**config.mk**
```make
export PLATFORM = sky130hd
export DESIGN_NAME = alu_share_arbiter
export DESIGN_NICKNAME = d
export VERILOG_FILES = /design/src/rtl/alu_pkg.sv /design/src/rtl/alu_share_arbiter_rr_arb2.sv /design/src/rtl/alu_share_arbiter.sv
export SDC_FILE = /design/constraint.sdc
export NUM_CORES = 1
export LEC_CHECK = 0
export ABC_AREA = 1
export BUFFER_PORTS_ARGS = -buffer_cell sky130_fd_sc_hd__buf_2
export CAP_MARGIN = 20
export CORE_ASPECT_RATIO = 1.1
export CORE_MARGIN = 4
export CORE_UTILIZATION = 45
export DETAILED_ROUTE_END_ITERATION = 6
export PLACE_DENSITY = 0.78
export SETUP_SLACK_MARGIN = 0.2
export SYNTH_ARGS = -nofsm -noshare
export SYNTH_HDL_FRONTEND = slang
export SYNTH_SLANG_ARGS = --single-unit
export TNS_END_PERCENT = 100
```
**constraint.sdc**
```tcl
create_clock -name clk -period 3.5 [get_ports clk]
set_clock_uncertainty 0.2 [all_clocks]
set_input_delay 0.35 -clock clk [delete_from_list [all_inputs] [get_ports clk]]
set_output_delay 0.35 -clock clk [all_outputs]
set_load 0.02 [all_outputs]
```
**src/rtl/alu_pkg.sv**
```systemverilog
// Shared types for the shared-ALU arbiter: op codes, compare-op classification, FSM states.
package alu_pkg;

    typedef enum logic [3:0] {
        ADD  = 4'd0,
        SUB  = 4'd1,
        AND  = 4'd2,
        OR   = 4'd3,
        XOR  = 4'd4,
        SLL  = 4'd5,
        SRL  = 4'd6,
        SRA  = 4'd7,
        SLT  = 4'd8,
        SLTU = 4'd9,
        BEQ  = 4'd10,
        BNE  = 4'd11,
        BLT  = 4'd12,
        BGE  = 4'd13,
        BLTU = 4'd14,
        BGEU = 4'd15
    } alu_op_e;

    localparam logic [3:0] CMP_FIRST = 4'd10;

    typedef enum logic {
        ST_IDLE = 1'b0,
        ST_EXEC = 1'b1
    } state_e;

    // Compare ops report through alu_zero; everything below them is arithmetic/logic.
    function automatic logic is_cmp_op(input logic [3:0] op);
        return op >= CMP_FIRST;
    endfunction

endpackage

```
**src/rtl/alu_share_arbiter_rr_arb2.sv**
```systemverilog
// Two-way round-robin arbiter: a lone eligible port wins, a tie goes to the port that did not win last.
module rr_arb2 (
    input  logic [1:0] eligible,
    input  logic       last_grant,
    output logic       grant,
    output logic       grant_valid
);

    always_comb begin
        grant_valid = |eligible;
        case (eligible)
            2'b11:   grant = ~last_grant;
            2'b10:   grant = 1'b1;
            default: grant = 1'b0;
        endcase
    end

endmodule

```
**src/rtl/alu_share_arbiter.sv**
```systemverilog
// Shares one external combinational ALU between two requesters: round-robin grant, one execute
// cycle, and a one-entry response buffer per port drained by valid/ready.
module alu_share_arbiter
    import alu_pkg::*;
#(
    parameter int DATA_W = 32,
    parameter int OP_W   = 4
) (
    input  logic              clk,
    input  logic              rst_n,
    input  logic [1:0]        req_valid,
    output logic [1:0]        req_ready,
    input  logic [OP_W-1:0]   req_op0,
    input  logic [OP_W-1:0]   req_op1,
    input  logic [DATA_W-1:0] req_a0,
    input  logic [DATA_W-1:0] req_a1,
    input  logic [DATA_W-1:0] req_b0,
    input  logic [DATA_W-1:0] req_b1,
    output logic [1:0]        rsp_valid,
    input  logic [1:0]        rsp_ready,
    output logic [DATA_W-1:0] rsp_result0,
    output logic [DATA_W-1:0] rsp_result1,
    output logic              rsp_flag0,
    output logic              rsp_flag1,
    output logic [DATA_W-1:0] alu_in1,
    output logic [DATA_W-1:0] alu_in2,
    output logic [OP_W-1:0]   alu_ctrl,
    input  logic [DATA_W-1:0] alu_out,
    input  logic              alu_zero,
    output logic              busy
);

    // state | meaning
    // IDLE  | waiting for an eligible request; ALU inputs hold the last op
    // EXEC  | registered op on the ALU; result lands in the grantee's buffer at cycle end

    state_e            state;
    logic              last_grant;
    logic              gnt_id;
    logic [OP_W-1:0]   op_q;
    logic [DATA_W-1:0] a_q;
    logic [DATA_W-1:0] b_q;

    logic [1:0]        eligible;
    logic              arb_grant;
    logic              arb_valid;
    logic              accept;
    logic [OP_W-1:0]   sel_op;
    logic [DATA_W-1:0] sel_a;
    logic [DATA_W-1:0] sel_b;
    logic              exec_cmp;

    // A port with an undrained response may not start another op.
    assign eligible = req_valid & ~rsp_valid;

    rr_arb2 u_arb (
        .eligible    (eligible),
        .last_grant  (last_grant),
        .grant       (arb_grant),
        .grant_valid (arb_valid)
    );

    assign accept    = rst_n && (state == ST_IDLE) && arb_valid;
    assign req_ready = accept ? (arb_grant ? 2'b10 : 2'b01) : 2'b00;

    assign sel_op = arb_grant ? req_op1 : req_op0;
    assign sel_a  = arb_grant ? req_a1  : req_a0;
    assign sel_b  = arb_grant ? req_b1  : req_b0;

    assign alu_in1  = a_q;
    assign alu_in2  = b_q;
    assign alu_ctrl = op_q;
    assign busy     = (state == ST_EXEC);
    assign exec_cmp = is_cmp_op(op_q[3:0]);

    always_ff @(posedge clk) begin
        if (!rst_n) begin
            state       <= ST_IDLE;
            last_grant  <= 1'b1;
            gnt_id      <= 1'b0;
            op_q        <= '0;
            a_q         <= '0;
            b_q         <= '0;
            rsp_valid   <= 2'b00;
            rsp_result0 <= '0;
            rsp_result1 <= '0;
            rsp_flag0   <= 1'b0;
            rsp_flag1   <= 1'b0;
        end else begin
            for (int i = 0; i < 2; i++) begin
                if (rsp_valid[i] && rsp_ready[i]) begin
                    rsp_valid[i] <= 1'b0;
                end
            end

            case (state)
                ST_IDLE: begin
                    if (arb_valid) begin
                        op_q       <= sel_op;
                        a_q        <= sel_a;
                        b_q        <= sel_b;
                        gnt_id     <= arb_grant;
                        last_grant <= arb_grant;
                        state      <= ST_EXEC;
                    end
                end
                ST_EXEC: begin
                    // Only the ALU output relevant to the op class is sampled.
                    rsp_valid[gnt_id] <= 1'b1;
                    if (gnt_id) begin
                        rsp_result1 <= exec_cmp ? '0 : alu_out;
                        rsp_flag1   <= exec_cmp & alu_zero;
                    end else begin
                        rsp_result0 <= exec_cmp ? '0 : alu_out;
                        rsp_flag0   <= exec_cmp & alu_zero;
                    end
                    state <= ST_IDLE;
                end
            endcase
        end
    end

endmodule
```
==> reports/metrics.cfg <==
[layout]
fillers=1295
final_common_cell=buf_2
fin_nets=1408
diodes=0
postLayoutCoreUtil=0.630
drive_gt1_frac=0.292
final_cell_mix=312 x buf_2, 243 x nand2_1, 142 x nor2_1, 139 x dfxtp_1, 72 x inv_1
final_cell_area_sq_mm=0.00876
area_growth_pct=35.7

[power_and_ir_drop]
switchingPower_mw=1.41
p_sw_frac=0.302
intPower_mw=3.27
seqPwrFrac=0.387
combPwrFrac=0.225
p_per_area_mw_per_mm2=534
power_leakage_nw=4.71
vdd_ir_drop_max_mv=0.258
p_clk_frac=0.388

[global_route]
track_usage=0.231
grt_pass1_vias=6248
grt_start_max_net_pins=137
grt_pass1_wl_microns=30300
antenna_found_initial=0
overflow=0

[timing]
finalHoldViolations=0
setup_viol=0
tightest_slew_ns=0.965
fmax_mhz=412
relSlewSlack=0.356
slew_violations=0
rsz0062_at_grt=no
fin_crit_sh=0.693
finalCriticalPeriod_ns=2.43
hold_ws_ns=0.0229
timing.setup.tns_ns=0
fin_ws_ns=1.07

[synthesis]
syn_area_sq_mm=0.00645
syn_inst=954
synth_seq_area_share=0.431
avgSynthCellArea_sq_um=6.76
synth.largest_area_cell=dfxtp_1
synth_top_area_frac=0.431
ys_ff_latch=139
yosysUniqueCellTypes=21
syn-num-nets=1129
yosys_warnings=0
synthTopCellsByArea=dfxtp_1 43%, nand2_1 14%, nor2_1 8.3%

[critical_path]
cp.required_ns=2.95
rr_worst_depth=5
crit_start=rsp_valid[0]$_SDFF_PN0_
r2r_start=busy$_SDFF_PP0_
crit_path_end_kind=output pin
critical_path.max_fanout=61
worst_setup_path_start_kind=flip-flop
rrSetupSlack_ns=1.43
crit_path_end=req_ready[0]
cp.arrival_ns=1.88
critPathKind=reg -> out
r2r-end=rsp_result1[29]$_SDFFE_PN0P_

[hold_path]
hp-class=in -> reg

[floorplanning]
dieArea_sq_mm=0.0163
fp.dieW_microns=122
initial_core_util=0.464
core.rowCount=45
io_pins=314
die_h_microns=134
fp.coreArea_sq_mm=0.0139

[place]
pre_cts_slack_ns=1.41
place_area_sq_mm=0.00806
post-dp-hpwl_microns=13900
portBuffers=313
place_congestion=0.807

[clock_network]
cts_num_sinks=139
clkLatencyLatePin_ns=0.41
clock-root-buffer=clkbuf_16
cts_tree=done
cts-buffers-inserted=17
cts_max_path_buffers=2
cts_max_level=4
clkTransAtPathRegs_ns=0.06

[flow_run]
max-cap-violations=0

[drt]
dr.pass1.iters=5
routed_wl_microns=19400
via_per_inst=4.77
wl_per_cell_microns=13.6
via_count=6839
drc_errors=0
drtIter0Drc=394
ant_nets=0

[status]
status=complete, no violations

[how the worst min path moves through the flow]
stage	startpoint	cells past startpoint	slack (ns)	endpoint
detailed placement	alu_in2[8]$_SDFFE_PN0P_	4	0.30	alu_in2[8]$_SDFFE_PN0P_
finish	alu_out[8]	3	0.02	rsp_result0[8]$_SDFFE_PN0P_
global placement	alu_in1[20]$_SDFFE_PN0P_	4	0.30	alu_in1[20]$_SDFFE_PN0P_
global route	alu_out[17]	3	0.01	rsp_result1[17]$_SDFFE_PN0P_
CTS	alu_out[8]	3	0.0006	rsp_result0[8]$_SDFFE_PN0P_
floorplan	last_grant$_SDFFE_PN1P_	2	0.24	last_grant$_SDFFE_PN1P_
[state kept, by name (all words and copies together), names as in the netlist]
name / count
alu_ctrl: 4
alu_in1: 32
alu_in2: 32
busy: 1
gnt_id: 1
last_grant: 1
rsp_flag0: 1
rsp_flag1: 1
rsp_result0: 32
rsp_result1: 32
rsp_valid: 2
[power groups by stage]
stage          Clock [mW]  Sequential, mW  Combinational, mW
2_1_floorplan           0            2.01              0.519
3_5_place_dp            0            1.84               1.05
3_3_place_gp            0            1.84               1.04
6_report             1.82            1.81               1.06
4_1_cts              1.85            1.81               1.06
5_1_grt              1.92            1.83               1.18
[through the flow]
stage / std cells / power (mW)
floorplan: 954 / 2.53
global placement: 1392 / 2.88
global route: 1433 / 4.93
finish: 1433 / 4.68
CTS: 1433 / 4.73
detailed placement: 1392 / 2.89
[metal layers]
layer  part of all wire  GRT usage
met5                  0          0
met4              0.022     0.0865
met3              0.089     0.0769
met2               0.48      0.387
met1               0.41      0.272
[repair_timing]
item	CTS	global route
endpoints found under the hold margin	18	0
buffers inserted	0	0
hold buffers	10	0
gates resized for setup	0	0
[cells in the mapped netlist, drive strengths merged]
cell type	n
o21ai	67
clkbuf	26
nand3	70
buf	50
nand2	245
a21boi	68
inv	75
a21oi	68
nor2	143
nor3	1
dfxtp	139
o21a	1
o211ai	1
[area by class of cell]
cell class / count / area (sq um) / area share
Tap cell: 188 / 235 / 0.0269
Timing Repair Buffer: 336 / 1800 / 0.206
Clock inverter: 10 / 140 / 0.0160
Multi-Input combinational cell: 664 / 3050 / 0.349
Inverter: 75 / 283 / 0.0323
Clock buffer: 21 / 460 / 0.0526
Sequential cell: 139 / 2780 / 0.318
[critical path: stages (launching register included)]
cell	delay, ns
dfxtp_1	0.32
inv_2	0.09
nand3_4	0.45
nand2_1	0.19
inv_1	0.07
nor3_1	0.13
buf_2	0.21
[logic make-up after synthesis]
| family | synth area share |
|---|---|
| flops | 0.431 |
| simple gates | 0.282 |
| compound gates | 0.187 |
| buf+inv | 0.100 |
No activity file was read; power rests on OpenSTA's default activity.
